==> src/rtl/playfield_renderer_if.sv <==
`default_nettype none
// +--------------------------------------------------------------------------+
// | playfield_renderer_if : timing-side inputs and colour outputs of the     |
// | Pong playfield renderer.                    Revision 1.0                 |
// +--------------------------------------------------------------------------+
interface playfield_renderer_if;
   logic       pix_en;
   logic [9:0] x;
   logic [9:0] y;
   logic       video_on;
   logic       frame_start;
   logic       score_evt;
   logic       board_on;
   logic [2:0] r;
   logic [2:0] g;
   logic [1:0] b;
   logic       flashing;

   modport master (
      output pix_en, x, y, video_on, frame_start, score_evt,
      input  board_on, r, g, b, flashing
   );

   modport slave (
      input  pix_en, x, y, video_on, frame_start, score_evt,
      output board_on, r, g, b, flashing
   );
endinterface
`default_nettype wire

==> src/rtl/playfield_renderer.sv <==
`default_nettype none
// +--------------------------------------------------------------------------+
// | playfield_renderer : registered walls + dashed net with score flash.     |
// | Optional macro NET_SCROLL_EN scrolls the net dashes one line per frame.  |
// | Revision 1.0                                                             |
// +--------------------------------------------------------------------------+
module playfield_renderer #(
   parameter int unsigned V_ACTIVE  = 480,
   parameter int unsigned WALL_T    = 10,
   parameter int unsigned NET_X     = 315,
   parameter int unsigned NET_W     = 10,
   parameter int unsigned DASH_P    = 16,
   parameter int unsigned DASH_GAP  = 8,
   parameter logic [7:0]  COLOR     = 8'hDB,
   parameter int unsigned FLASH_FR  = 30,
   parameter int unsigned FLASH_TGL = 4
) (
   input  wire logic           clk,
   input  wire logic           rst_n,
   playfield_renderer_if.slave bus
);

   localparam int unsigned OFS_W = $clog2(DASH_P);

   localparam logic [9:0]  c_wall_top  = 10'(WALL_T);
   localparam logic [9:0]  c_wall_bot  = 10'(V_ACTIVE - WALL_T);
   localparam logic [9:0]  c_net_lo    = 10'(NET_X);
   localparam logic [9:0]  c_net_hi    = 10'(NET_X + NET_W);
   localparam logic [10:0] c_dash_mask = 11'(DASH_P - 1);
   localparam logic [10:0] c_dash_gap  = 11'(DASH_GAP);
   localparam logic [7:0]  c_flash_fr  = 8'(FLASH_FR);
   localparam logic [7:0]  c_flash_tgl = 8'(FLASH_TGL);

   typedef enum logic [0:0] {
      ST_IDLE  = 1'b0,
      ST_FLASH = 1'b1
   } state_e;

   state_e     state_q, state_d;
   logic [7:0] fcnt_q, fcnt_d;
   logic [7:0] tcnt_q, tcnt_d;
   logic       phase_q, phase_d;
   logic       board_on_q, board_on_d;
   logic [7:0] rgb_q, rgb_d;

   logic [OFS_W-1:0] w_ofs;
   logic [10:0]      w_dash_sum;
   logic             w_dash;
   logic             w_hit;
   logic [7:0]       w_color;

   // ------------------------------------------------------------------------
   // Net dash offset
   // ------------------------------------------------------------------------
`ifdef NET_SCROLL_EN
   logic [OFS_W-1:0] ofs_q, ofs_d;

   // Wraps naturally at DASH_P because DASH_P is a power of two.
   always_comb begin
      ofs_d = ofs_q;
      if (bus.frame_start) begin
         ofs_d = ofs_q + OFS_W'(1);
      end
   end

   always_ff @(posedge clk or negedge rst_n) begin
      if (!rst_n) begin
         ofs_q <= '0;
      end else begin
         ofs_q <= ofs_d;
      end
   end

   assign w_ofs = ofs_q;
`else
   assign w_ofs = '0;
`endif

   // ------------------------------------------------------------------------
   // Geometry
   // ------------------------------------------------------------------------
   assign w_dash_sum = {1'b0, bus.y} + {{(11 - OFS_W){1'b0}}, w_ofs};
   assign w_dash     = (w_dash_sum & c_dash_mask) > c_dash_gap;

   assign w_hit = (bus.y < c_wall_top) |
                  (bus.y > c_wall_bot) |
                  ((bus.x > c_net_lo) & (bus.x < c_net_hi) & w_dash);

   assign w_color = ((state_q == ST_FLASH) && phase_q) ? ~COLOR : COLOR;

   // ------------------------------------------------------------------------
   // Pixel pipeline stage
   // ------------------------------------------------------------------------
   always_comb begin
      board_on_d = board_on_q;
      rgb_d      = rgb_q;
      if (bus.pix_en) begin
         board_on_d = bus.video_on & w_hit;
         rgb_d      = (bus.video_on & w_hit) ? w_color : 8'h00;
      end
   end

   always_ff @(posedge clk or negedge rst_n) begin
      if (!rst_n) begin
         board_on_q <= 1'b0;
         rgb_q      <= 8'h00;
      end else begin
         board_on_q <= board_on_d;
         rgb_q      <= rgb_d;
      end
   end

   // ------------------------------------------------------------------------
   // Score-flash state machine
   // ------------------------------------------------------------------------
   always_ff @(posedge clk or negedge rst_n) begin
      if (!rst_n) begin
         state_q <= ST_IDLE;
         fcnt_q  <= 8'd0;
         tcnt_q  <= 8'd0;
         phase_q <= 1'b0;
      end else begin
         state_q <= state_d;
         fcnt_q  <= fcnt_d;
         tcnt_q  <= tcnt_d;
         phase_q <= phase_d;
      end
   end

   // A score event always takes priority, so a coincident frame_start is ignored.
   always_comb begin
      state_d = state_q;
      fcnt_d  = fcnt_q;
      tcnt_d  = tcnt_q;
      phase_d = phase_q;
      case (state_q)
         ST_IDLE: begin
            if (bus.score_evt) begin
               state_d = ST_FLASH;
               fcnt_d  = c_flash_fr;
               tcnt_d  = c_flash_tgl;
               phase_d = 1'b1;
            end
         end
         ST_FLASH: begin
            if (bus.score_evt) begin
               fcnt_d  = c_flash_fr;
               tcnt_d  = c_flash_tgl;
               phase_d = 1'b1;
            end else if (bus.frame_start) begin
               if (fcnt_q == 8'd1) begin
                  state_d = ST_IDLE;
                  fcnt_d  = 8'd0;
                  tcnt_d  = 8'd0;
                  phase_d = 1'b0;
               end else begin
                  fcnt_d = fcnt_q - 8'd1;
                  if (tcnt_q == 8'd1) begin
                     tcnt_d  = c_flash_tgl;
                     phase_d = ~phase_q;
                  end else begin
                     tcnt_d = tcnt_q - 8'd1;
                  end
               end
            end
         end
         default: begin
            state_d = ST_IDLE;
         end
      endcase
   end

   assign bus.board_on = board_on_q;
   assign bus.r        = rgb_q[7:5];
   assign bus.g        = rgb_q[4:2];
   assign bus.b        = rgb_q[1:0];
   assign bus.flashing = (state_q == ST_FLASH);

endmodule
`default_nettype wire

==> src/flat_wrapper.sv <==
// flat-port wrapper written by rule: the top's interface ports become plain ports
module playfield_renderer_flat 
#(
   parameter int unsigned V_ACTIVE  = 480,
   parameter int unsigned WALL_T    = 10,
   parameter int unsigned NET_X     = 315,
   parameter int unsigned NET_W     = 10,
   parameter int unsigned DASH_P    = 16,
   parameter int unsigned DASH_GAP  = 8,
   parameter logic [7:0]  COLOR     = 8'hDB,
   parameter int unsigned FLASH_FR  = 30,
   parameter int unsigned FLASH_TGL = 4
)
  (clk, rst_n, bus_pix_en, bus_x, bus_y, bus_video_on, bus_frame_start, bus_score_evt, bus_board_on, bus_r, bus_g, bus_b, bus_flashing);
  playfield_renderer_if bus_i ();
  input  wire logic clk;
  input  wire logic rst_n;
  input wire logic [$bits(bus_i.pix_en)-1:0] bus_pix_en;
  input wire logic [$bits(bus_i.x)-1:0] bus_x;
  input wire logic [$bits(bus_i.y)-1:0] bus_y;
  input wire logic [$bits(bus_i.video_on)-1:0] bus_video_on;
  input wire logic [$bits(bus_i.frame_start)-1:0] bus_frame_start;
  input wire logic [$bits(bus_i.score_evt)-1:0] bus_score_evt;
  output wire logic [$bits(bus_i.board_on)-1:0] bus_board_on;
  output wire logic [$bits(bus_i.r)-1:0] bus_r;
  output wire logic [$bits(bus_i.g)-1:0] bus_g;
  output wire logic [$bits(bus_i.b)-1:0] bus_b;
  output wire logic [$bits(bus_i.flashing)-1:0] bus_flashing;
  assign bus_i.pix_en = bus_pix_en;
  assign bus_i.x = bus_x;
  assign bus_i.y = bus_y;
  assign bus_i.video_on = bus_video_on;
  assign bus_i.frame_start = bus_frame_start;
  assign bus_i.score_evt = bus_score_evt;
  assign bus_board_on = bus_i.board_on;
  assign bus_r = bus_i.r;
  assign bus_g = bus_i.g;
  assign bus_b = bus_i.b;
  assign bus_flashing = bus_i.flashing;
  playfield_renderer #(.V_ACTIVE(V_ACTIVE), .WALL_T(WALL_T), .NET_X(NET_X), .NET_W(NET_W), .DASH_P(DASH_P), .DASH_GAP(DASH_GAP), .COLOR(COLOR), .FLASH_FR(FLASH_FR), .FLASH_TGL(FLASH_TGL)) u_core (.clk(clk), .rst_n(rst_n), .bus(bus_i));
endmodule
==> config.mk <==
export PLATFORM = sky130hd
export DESIGN_NAME = playfield_renderer_flat
export DESIGN_NICKNAME = d
export VERILOG_FILES = /design/src/rtl/playfield_renderer_if.sv /design/src/rtl/playfield_renderer.sv /design/src/flat_wrapper.sv
export SDC_FILE = /design/constraint.sdc
export NUM_CORES = 1
export LEC_CHECK = 0
export BUFFER_PORTS_ARGS = -buffer_cell sky130_fd_sc_hd__buf_2
export CELL_PAD_IN_SITES_DETAIL_PLACEMENT = 1
export CELL_PAD_IN_SITES_GLOBAL_PLACEMENT = 1
export CORE_UTILIZATION = 40
export CTS_CLUSTER_SIZE = 8
export DETAILED_ROUTE_END_ITERATION = 8
export GPL_ROUTABILITY_DRIVEN = 1
export PLACE_DENSITY_LB_ADDON = 0.1
export SETUP_SLACK_MARGIN = 0.05
export SLEW_MARGIN = 25
export SYNTH_ARGS = -nofsm -noshare
export SYNTH_HDL_FRONTEND = slang
export SYNTH_SLANG_ARGS = --single-unit
==> constraint.sdc <==
create_clock -name clk -period 3 [get_ports clk]
set_input_delay 0.45 -clock clk [delete_from_list [all_inputs] [get_ports clk]]
set_output_delay 0.45 -clock clk [all_outputs]
set_load 0.02 [all_outputs]
# After elaboration in Yosys (flattened, before gate mapping)
# Cells that the tools add are included.
# classes
add_sub_neg,2
order_cmp,5
eq_ne,5
muxes,24
bitwise,7
reduce_logical,3
# ops
op,count
8-bit 2-to-1 mux,11
8-bit case mux with 2 select lines,2
"10-bit by 9-bit > comparator with 1-bit output, second input constant",2
"8-bit by 1-bit == test with 1-bit output, second input constant",2
"8-bit by 1-bit subtractor with 8-bit output, second input constant",2
"10-bit by 4-bit < comparator with 1-bit output, second input constant",1
"10-bit by 9-bit < comparator with 1-bit output, second input constant",1
1-bit 2-to-1 mux,9
"4-bit > comparator, second input constant",1
"4-bit inequality test, second input constant",1
1-bit case mux with 2 select lines,2
1-bit AND,3
"3-bit inequality test, second input constant",1
3-bit AND reduction,1
"2-bit inequality test, second input constant",1
1-bit inverter,2
1-bit bitwise OR,2
2-bit AND reduction,1
1-bit logical AND,1
# word_totals
register_bits,27
out_inout_bits,10
elab_cells,52

# Longest topological paths before layout
# Gate-level depths: netlist (run 1).
# logic_depth
depth_word,6
depth_mapped,7
ltp_nobuf,6

# Least setup slack after synthesis (run 1)
# No wires, ideal clock.
# synth_timing
path_kind,register to register
startpoint,"register u_core.state_q, in the netlist u_core.bus.flashing"
endpoint,register u_core.fcnt_q[5]
setup_time_ps,121
arrival_ps,1461
t_required_ps,2879
path_slack_ps,1418
stages_incl_launch_ff,7
n_path_buf,2
synth_period_minus_slack_ps,1582
path_cell_list,dfrtp_1 -> buf_4 -> a21oi_1 -> buf_2 -> nor2_1 -> mux2_2 -> a22o_1
# synth_between
elab_chain_cells,3
# synth_lines
element,line_no,rtl
start: declaration,playfield_renderer.sv:39,"state_e state_q, state_d;"
start signal: assignment,playfield_renderer.sv:123,state_q <= state_d;
1-bit inverter,-,
2-bit inequality test (no line),-,
2-bit AND reduction (no line),-,
end signal: assignment,playfield_renderer.sv:124,fcnt_q <= fcnt_d;
end: declaration,playfield_renderer.sv:40,"logic [7:0] fcnt_q, fcnt_d;"
# Several ways; a longest one is shown, not always the timed one.
# A chain may end at the register's enable or synchronous reset.

# Worst setup path after layout (run 1)
# layout_timing
startpoint,register u_core.fcnt_q[1]
endpoint,register u_core.phase_q
# layout_between
elab_chain_cells,5
# layout_lines
element,line_no,rtl
8-bit by 1-bit == test with 1-bit output (*),playfield_renderer.sv:151,if (fcnt_q == 8'd1) begin
1-bit 2-to-1 mux,playfield_renderer.sv:151,
1-bit 2-to-1 mux,playfield_renderer.sv:150,end else if (bus.frame_start) begin
1-bit 2-to-1 mux,playfield_renderer.sv:146,if (bus.score_evt) begin
1-bit case mux with 2 select lines,playfield_renderer.sv:136,case (state_q)
end signal: assignment,playfield_renderer.sv:126,phase_q <= phase_d;
end: declaration,playfield_renderer.sv:42,"logic phase_q, phase_d;"
# Mark *: on every way between the ends. The rest lies on a longest branch, timed or not. The select of a mux whose other input is x is not followed.

==> results_dict.tcl, run 1 <==
set metrics [dict create \
    cts_sinks 21 \
    synth_cell_types 41 \
    postCtsHoldBufs 0 \
    post_cts_resize_count 0 \
    dr_total_vias 1185 \
    drt_iter0_markers 47 \
    synth_edf_count 0 \
    via_per_inst 5.41 \
    dieHeight_um 59.7 \
    tightest_slew_ns 0.846 \
    grt_pass1_wl_mm 5.37 \
    finalWorstSetupSlack_ns 1.12 \
    arrival_ns 2.07 \
    ios 36 \
    synth_area_leaders "dfrtp_1 (39%), nor2_1 (4.5%), buf_4 (3.9%)" \
    final_nets 206 \
    dpl_worst_slack_ns 1.04 \
    syn_inst 146 \
    finClkSkew_ns 0.0121 \
    wl_per_cell_um 13.9 \
    syn_area_mm2 0.00133 \
    finalSetupTns_ns 0 \
    cts_tree "yes" \
    clock_latency_ns 0.31 \
    synthesis.nets 176 \
    drive_gt1_share_pct 26.9 \
    finalHoldViolCount 0 \
    leakage_nw 0.674 \
    die_w_um 59.7 \
    io_buffers 35 \
    relSlewSlack_pct 43.6 \
    grt_start_max_net_pins 22 \
    drv_slew 0 \
    rows 20 \
    cts-buffers-inserted 3 \
    antenna_found_initial 0 \
    ys_warn_count 0 \
    post_cts_buffers 0 \
    period_share_pct 62.5 \
    syn_avg_cell_area_um2 9.12 \
    fmax_mhz 533 \
    grt_pass1_vias 1217 \
    totalWireLength_mm 3.05 \
    synthArstFlopShare_pct 100 \
    hp-class "in -> async" \
    finalWorstPathRequiredPeriod_ns 1.88 \
    clockBufferDepth 2 \
    final_common_cell "buf_2" \
    yosysTopAreaCell "dfrtp_1" \
    area_growth_pct 13.3 \
    initial_utilization_pct 42.9 \
    synth_seq_area_share_pct 39.5 \
    num_antenna_cells 0 \
    cts.clk_slew.worst_paths_ns 0.12 \
    layout_common_cells "buf_2 (35), dfrtp_1 (21), nor2_1 (16)" \
    dpl.hpwl_mm 2.46 \
    gp_congestion 0.745 \
    cp-start-kind "flip-flop" \
    ys_ff_latch 21 \
    fp.coreArea_mm2 0.00310 \
    drcViolationCount 0 \
    setup_viol 0 \
    htreeDepth 1 \
    critPathRequiredTime_ns 3.20 \
    firstDrtPassIters 4 \
    ys.flop_type "dfrtp_1" \
    clockRootBuffer "clkbuf_4" \
    cellPowerDensity_mw_per_mm2 407 \
    cp-end-kind "flip-flop" \
    dieArea_mm2 0.00356 \
    outcome "complete, no violations" \
    cp_max_fo 7 \
    ant_nets 0 \
    vdd_drop_max_v 0.000191 \
    rsz0062_at_grt "no" \
    timing_worst_setup_path_type "reg -> reg" \
    gr-total-overflow 0 \
    fill_cells 403 \
    synth.top_cell.area_share_pct 39.5 \
    drv_cap 0 \
    grt_use_total_pct 20.3 \
]
cells by family (layout without fill, tap and decap cells):
| family | after synthesis | after routing | share of synthesized area [%] |
|---|---|---|---|
| AOI/OAI and AO/OA | 33 | 33 | 16.4 |
| xor gates and xnor gates | 5 | 5 | 3.29 |
| adders and majority gates | 4 | 4 | 3.76 |
| buffers and inverters | 16 | 45 | 7.71 |
| DFF | 21 | 21 | 39.5 |
| muxes | 3 | 3 | 2.35 |
| and+or+nand+nor | 64 | 64 | 27.1 |
final cells by class:
| cell class | instances | area (um2) | share of cell area (%) |
|---|---|---|---|
| inverter | 6 | 22.5 | 1.49 |
| sequential | 21 | 526 | 34.9 |
| multi-input combinational | 109 | 703 | 46.6 |
| timing repair buffer | 35 | 175 | 11.6 |
| tap | 44 | 55.1 | 3.65 |
| clock buffer | 4 | 26.3 | 1.74 |
power by group:
group | internal (mW) | total (mW) | switching, mW
logic | 0.0679 | 0.145 | 0.0771
clock network | 0.0519 | 0.138 | 0.0858
registers | 0.305 | 0.331 | 0.0261
critical path, stage by stage, from the launching register on:
cell and delay, ns:
dfrtp_1 0.42, inv_1 0.08, ha_1 0.16, nor3b_1 0.36
and2_1 0.34, o21bai_2 0.11, a211o_1 0.30
per-layer routing:
metal | GRT usage [%] | share of wire (%)
met1 | 24.0 | 42
met2 | 36.0 | 52
met3 | 3.46 | 4.1
met4 | 8.31 | 2.0
met5 | 0 | 0
metrics by stage:
| step | power, mW | cells | hold slack, ns | instance area (um2) | utilization (%) |
|---|---|---|---|---|---|
| after global placement | 0.476 | 215 | 0.436 | 1480 | 47.7 |
| after global routing | 0.653 | 219 | 0.106 | 1510 | 48.6 |
| final | 0.614 | 219 | 0.0818 | 1510 | 48.6 |
| after floorplan | 0.431 | 146 | 0.154 | 1330 | - |
| after detailed placement | 0.483 | 215 | 0.443 | 1480 | 47.7 |
| after CTS | 0.624 | 219 | 0.0889 | 1510 | 48.6 |
path summary, 6_finish.rpt:
path                                              startpoint                               to  slack [ns]  cells after the start
worst min-delay path                                   rst_n     u_core.fcnt_q[7]$_DFFE_PN0P_        0.08                      1
min in group clk                                  bus_pix_en  u_core.bus.board_on$_DFFE_PN0P_        0.39                      2
worst max-delay path            u_core.fcnt_q[1]$_DFFE_PN0P_       u_core.phase_q$_DFFE_PN0P_        1.12                      6
worst max register to register  u_core.fcnt_q[1]$_DFFE_PN0P_       u_core.phase_q$_DFFE_PN0P_        1.12                      6
worst min register to register   u_core.rgb_q[5]$_DFFE_PN0P_      u_core.rgb_q[5]$_DFFE_PN0P_        0.51                      2
max in group asynchronous                              rst_n  u_core.bus.board_on$_DFFE_PN0P_        2.57                      1
cells in the mapped netlist, types with 3 or more instances:
cell type and n:
ha_1 4, o21ai_0 5, xnor2_1 5, nand2b_1 5
nor4_1 3, inv_1 6, nor2_1 16, nand3_1 9
o31ai_1 4, buf_4 7, a21oi_1 10, nor3_1 6
nand2_1 10, dfrtp_1 21
flip-flops by register name, indices dropped and copies added (netlist names):
name                 cells
u_core.bus.board_on      1
u_core.bus.flashing      1
u_core.fcnt_q            8
u_core.phase_q           1
u_core.rgb_q             2
u_core.tcnt_q            8
(Power assumes the default switching activity.)
==> inputs of run 2 (changes only) <==
CORE_UTILIZATION = 38   (was 40)
clock period = 1.9 ns   (was 3 ns; I/O delays follow)
==> run 2 against run 1 <==
Compared with the run above: clock skew decreased by 0.0032 ns; total power grew 58%; global-route usage decreased by 1.2 points; sequential share of layout area fell by 0.96 points; combinational power up 61%; final area rose by 2.8%; non-clock buffer count up 4.
==> results_dict.tcl, run 2 (synthesis gave the netlist of run 1 again) <==
set metrics [dict create \
    grt_pass1_vias 1233 \
    cts_tree "yes" \
    power.share.clock_pct 22.1 \
    io_buffers 35 \
    dpl_worst_slack_ns 0.0926 \
    leakage_nw 0.696 \
    cts_sinks 21 \
    seqPwrFrac_pct 53.9 \
    grt_pass1_wl_mm 5.28 \
    p_total_uw 973 \
    relSlewSlack_pct 63.1 \
    cp-end-kind "flip-flop" \
    num_antenna_cells 0 \
    cp_max_fo 4 \
    p_int_uw 672 \
    dieArea_mm2 0.00374 \
    ant_nets 0 \
    setup_viol 0 \
    antenna_found_initial 0 \
    arrival_ns 1.89 \
    cellPowerDensity_mw_per_mm2 627 \
    final_common_cell "buf_2" \
    via_per_inst 5.23 \
    dieHeight_um 61.2 \
    die_w_um 61.2 \
    drv_slew 0 \
    fmax_mhz 597 \
    drcViolationCount 0 \
    cts.clk_slew.worst_paths_ns 0.12 \
    cts-buffers-inserted 3 \
    dr_total_vias 1177 \
    fp.coreArea_mm2 0.00334 \
    area_growth_pct 16.4 \
    tightest_slew_ns 0.549 \
    gp_congestion 0.760 \
    design_area_mm2 0.00155 \
    final_nets 210 \
    p_switching_uw 301 \
    post_cts_buffers 0 \
    drt_iter0_markers 44 \
    vdd_drop_max_v 0.000316 \
    dpl.hpwl_mm 2.55 \
    finalWorstSetupSlack_ns 0.226 \
    outcome "complete, no violations" \
    layout_common_cells "buf_2 (35), dfrtp_1 (21), nor2_1 (16)" \
    grt_use_total_pct 19.1 \
    fill_cells 423 \
    htreeDepth 1 \
    cp-start-kind "flip-flop" \
    grt_start_max_net_pins 22 \
    firstDrtPassIters 3 \
    reg_top3 "u_core.fcnt_q x8, u_core.tcnt_q x8, u_core.rgb_q x2" \
    clock_latency_ns 0.30 \
    holdPathStages 2 \
    ios 36 \
    power_frac_comb_pct 24.1 \
    initial_utilization_pct 39.9 \
    gr-total-overflow 0 \
    dpl_cell_area_mm2 0.00151 \
    critPathRequiredTime_ns 2.11 \
    totalWireLength_mm 3.17 \
    drive_gt1_share_pct 29.6 \
    timing_worst_setup_path_type "reg -> reg" \
    finalSetupTns_ns 0 \
    switching_share_pct 30.9 \
    finalHoldViolCount 0 \
    finalWorstPathRequiredPeriod_ns 1.67 \
    drv_cap 0 \
    clockBufferDepth 2 \
    finClkSkew_ns 0.00890 \
    worstRegToRegCells 6 \
    wl_per_cell_um 14.1 \
    period_share_pct 88.1 \
    rsz0062_at_grt "no" \
    hp-class "in -> reg" \
    rows 21 \
    clockRootBuffer "clkbuf_4" \
]
==> run 2: cell types whose count changed in the layout (fill, tap and decap cells not counted), sizes merged <==
| cell | previous run | this run |
|---|---|---|
| buf | 35 | 38 |
| clkbuf | 4 | 3 |
| clkinv | 0 | 1 |
| dlygate4sd3 | 0 | 1 |
==> run 2: cell type report <==
type                    instances  area, um2  share of cell area [%]
inverters                       6       22.5                    1.45
flip-flops and latches         21        526                    33.9
well taps                      46       57.6                    3.71
clock inverters                 1       5.00                   0.323
repair buffers                 39        208                    13.4
multi-input cells             109        709                    45.8
clock buffers                   3       22.5                    1.45
==> run 2: worst paths after layout <==
check,slack (ns),from,end
max,0.23,u_core.fcnt_q[1]$_DFFE_PN0P_,u_core.tcnt_q[0]$_DFFE_PN0P_
min,0.22,bus_pix_en,u_core.bus.board_on$_DFFE_PN0P_
max reg2reg,0.23,u_core.fcnt_q[1]$_DFFE_PN0P_,u_core.tcnt_q[0]$_DFFE_PN0P_
min reg2reg,0.54,u_core.rgb_q[5]$_DFFE_PN0P_,u_core.rgb_q[5]$_DFFE_PN0P_
max in group asynchronous,1.11,rst_n,u_core.tcnt_q[7]$_DFFE_PN0P_
min in group asynchronous,0.46,rst_n,u_core.rgb_q[6]$_DFFE_PN0P_
==> run 2: power groups by stage <==
stage | registers [mW] | logic [mW] | clock network, mW
final | 0.524 | 0.234 | 0.215
after floorplan | 0.528 | 0.153 | 0
after global routing | 0.530 | 0.265 | 0.248
after detailed placement | 0.533 | 0.236 | 0
after global placement | 0.530 | 0.229 | 0
after CTS | 0.524 | 0.239 | 0.233
==> run 2: critical path, stage by stage (launching register included) <==
cell and delay (ns):
dfrtp_1 0.40, inv_1 0.08, ha_1 0.20, nor3b_2 0.17, a21oi_1 0.37, nand2b_1 0.16
o31ai_1 0.21
==> run 2: what timing repair did <==
action	4_1_cts	5_1_grt
resized for setup	0	2
hold buffers	1	0
endpoints found under the setup margin	0	7
hold endpoints to repair	21	0
==> run 2: layer usage <==
layer	global-route usage, %	vias to the layer above	part of all wire (%)
li1	-	587	-
met1	22.6	569	45
met2	35.1	17	52
met3	2.52	4	2.1
met4	6.82	0	1.4
met5	0	-	0
==> run 2: metrics by stage <==
stage,hold WS [ns],cells,utilization (%)
finish,0.215,225,46.5
global route,0.205,225,46.5
global placement,0.277,220,45.1
detailed placement,0.276,220,45.1
floorplan,-0.0106,146,-
CTS,0.200,225,46.3
==> inputs of run 3 (changes only) <==
ABC_AREA = 1   (was unset)
CORE_UTILIZATION = 37   (was 38)
PLACE_DENSITY_LB_ADDON = 0.2   (was 0.1)
==> run 3 against run 2 <==
Compared with the run above: sequential power grew 2%; worst hold slack gained 0.050 ns; largest cell class unchanged; clock power grew 37%; core utilization shrank 0.29 points; area after synthesis grew 2.3%; die area grew 4.8%; clock skew shrank 0.0057 ns; wire length shrank 1.3%; critical path type unchanged; final area grew 2.5%; register-to-register slack gained 0.12 ns; via count grew 3.7%.
==> results_dict.tcl, run 3 <==
set metrics [dict create \
    p_int_uw 766 \
    multi_input_area_um2 671 \
    endpoint "u_core.tcnt_q[6]$_DFFE_PN0P_" \
    ant_nets 0 \
    vdd_drop_max_v 0.000246 \
    initial_utilization_pct 39.5 \
    area.sequential_um2 526 \
    cpMostUsedCell "inv_2" \
    gr-total-overflow 0 \
    antenna_found_initial 0 \
    tightest_slew_ns 0.487 \
    drv_slew 0 \
    cts_sinks 21 \
    final_nets 240 \
    via_per_inst 4.79 \
    ys_ff_latch 21 \
    drt_iter0_markers 31 \
    wl_per_cell_um 12.3 \
    yosysTopAreaCell "dfrtp_1" \
    p_switching_uw 380 \
    area_growth_pct 16.7 \
    post-route-util_pct 46.2 \
    htreeDepth 1 \
    timing_worst_setup_path_type "reg -> reg" \
    outcome "complete, no violations" \
    cp_max_fo 6 \
    dpl.hpwl_mm 2.57 \
    crit_chain "inv_1 > ha_1 > nand3_1 > nor3_4 > inv_2 > nand3_2 > nand2_2 > inv_2 > nor2_1" \
    final_common_cell "buf_2" \
    period_share_pct 81.5 \
    power.share.clock_pct 25.7 \
    synthArstFlopShare_pct 100 \
    grt_start_max_net_pins 22 \
    reg_top3 "u_core.fcnt_q x8, u_core.tcnt_q x8, u_core.rgb_q x2" \
    cts.clk_slew.worst_paths_ns 0.08 \
    netlist_top_cells_count "nand2_1 (34), nor2_1 (24), dfrtp_1 (21), inv_1 (21), nand3_1 (10)" \
    dieArea_mm2 0.00393 \
    syn_avg_cell_area_um2 7.69 \
    ys_warn_count 0 \
    grt_pass1_wl_mm 5.99 \
    crit_cells 9 \
    grt_use_total_pct 19.1 \
    timing.rr.end "u_core.tcnt_q[6]$_DFFE_PN0P_" \
    finalHoldViolCount 0 \
    critPathRequiredTime_ns 2.05 \
    cts_tree "yes" \
    hp-class "in -> reg" \
    layout_common_cells "buf_2 (35), nand2_1 (34), nor2_1 (24)" \
    firstDrtPassIters 4 \
    drcViolationCount 0 \
    fp.coreArea_mm2 0.00344 \
    drive_gt1_share_pct 26.3 \
    gp_congestion 0.770 \
    dieHeight_um 62.7 \
    leakage_nw 0.876 \
    fmax_mhz 646 \
    relSlewSlack_pct 67.5 \
    critPathBufInv 3 \
    switching_share_pct 33.2 \
    finalSetupTns_ns 0 \
    cellPowerDensity_mw_per_mm2 722 \
    p_total_mw 1.15 \
    totalWireLength_mm 3.13 \
    die_w_um 62.7 \
    clockRootBuffer "clkbuf_8" \
    cp-start-kind "flip-flop" \
    synthesis.nets 207 \
    holdPathStages 2 \
    synth_cell_types 29 \
    setup_viol 0 \
    rows 21 \
    synth_area_leaders "dfrtp_1 (39%), nand2_1 (9.4%), nor2_1 (6.6%)" \
    grt_pass1_vias 1351 \
    ios 36 \
    postCtsHoldBufs 1 \
    crit_start "u_core.fcnt_q[1]$_DFFE_PN0P_" \
    finClkSkew_ns 0.00321 \
    worstRegToRegCells 9 \
    seqPwrFrac_pct 46.7 \
    synth.top_cell.area_share_pct 38.6 \
    power_frac_comb_pct 27.5 \
    drv_cap 0 \
    synth_edf_count 0 \
    rsz0062_at_grt "no" \
    io_buffers 35 \
    post_cts_buffers 0 \
    syn_area_mm2 0.00136 \
    clock_latency_ns 0.26 \
    synth_seq_area_share_pct 38.6 \
    critPathSlowestCell "dfrtp_1" \
    post_cts_resize_count 0 \
    num_antenna_cells 0 \
    clockBufferDepth 2 \
    max_stage_delay_ns 0.38 \
    yosysMostFrequentCell "nand2_1" \
    ys.flop_type "dfrtp_1" \
    r2r_start "u_core.fcnt_q[1]$_DFFE_PN0P_" \
    syn_inst 177 \
    fill_cells 463 \
    dr_total_vias 1221 \
    hold_ws_ns 0.265 \
    arrival_ns 1.70 \
    cp-end-kind "flip-flop" \
    cts-buffers-inserted 3 \
    reg2reg_setup_slack_ns 0.35 \
    cp_top_family "simple AND/OR/NAND/NOR gates" \
    finalWorstPathRequiredPeriod_ns 1.55 \
]
run 3: per-stage QoR:
stage	cells	cell area, um2	setup WS (ns)
floorplan	177	1360	0.557
global placement	250	1530	0.448
detailed placement	250	1530	0.355
CTS	255	1590	0.342
global route	255	1590	0.224
finish	255	1590	0.351
run 3: how the worst min path moves through the flow:
stage / from / end / slack (ns)
after CTS: bus_frame_start / u_core.bus.flashing$_DFF_PN0_ / 0.26
after floorplan: rst_n / u_core.bus.board_on$_DFFE_PN0P_ / -0.01
after detailed placement: rst_n / u_core.rgb_q[6]$_DFFE_PN0P_ / 0.28
after global routing: bus_frame_start / u_core.bus.flashing$_DFF_PN0_ / 0.27
after global placement: rst_n / u_core.rgb_q[5]$_DFFE_PN0P_ / 0.26
final: bus_frame_start / u_core.bus.flashing$_DFF_PN0_ / 0.26
run 3: power groups by stage:
stage,Clock (mW),Sequential (mW),Combinational [mW]
4_1_cts,0.310,0.537,0.321
3_3_place_gp,0,0.542,0.307
3_5_place_dp,0,0.545,0.318
6_report,0.295,0.535,0.316
5_1_grt,0.327,0.544,0.368
2_1_floorplan,0,0.543,0.229
run 3: layout make-up:
class                      count  share of cell area, %
clock buffer                   4                   2.83
timing repair buffer          36                   11.7
sequential                    21                   33.1
tap                           46                   3.62
inverter                      28                   6.61
multi-input combinational    120                   42.2
run 3: cell families (layout without fill, tap and decap cells):
| family | count (synthesis) | count (layout) | share of synthesized area, % |
|---|---|---|---|
| simple gates | 85 | 85 | 30.1 |
| flops | 21 | 21 | 38.6 |
| fa+ha+maj | 4 | 4 | 3.68 |
| compound gates | 20 | 20 | 8.36 |
| xor+xnor | 11 | 11 | 7.08 |
| buf+inv | 36 | 68 | 12.1 |
run 3: worst reg2reg max path, delay by kind of cell, from the launching register on:
kind          cells  cell delay, ns
fa+ha+maj         1            0.15
buf+inv           3            0.29
simple gates      5            0.62
flops             1            0.38
run 3: metal layers:
metal	vias up	part of all wire [%]	track usage [%]
met4	0	1.7	7.56
met2	16	51	34.9
met3	4	2.3	2.55
met5	-	0	0
met1	585	45	22.1
li1	616	-	-
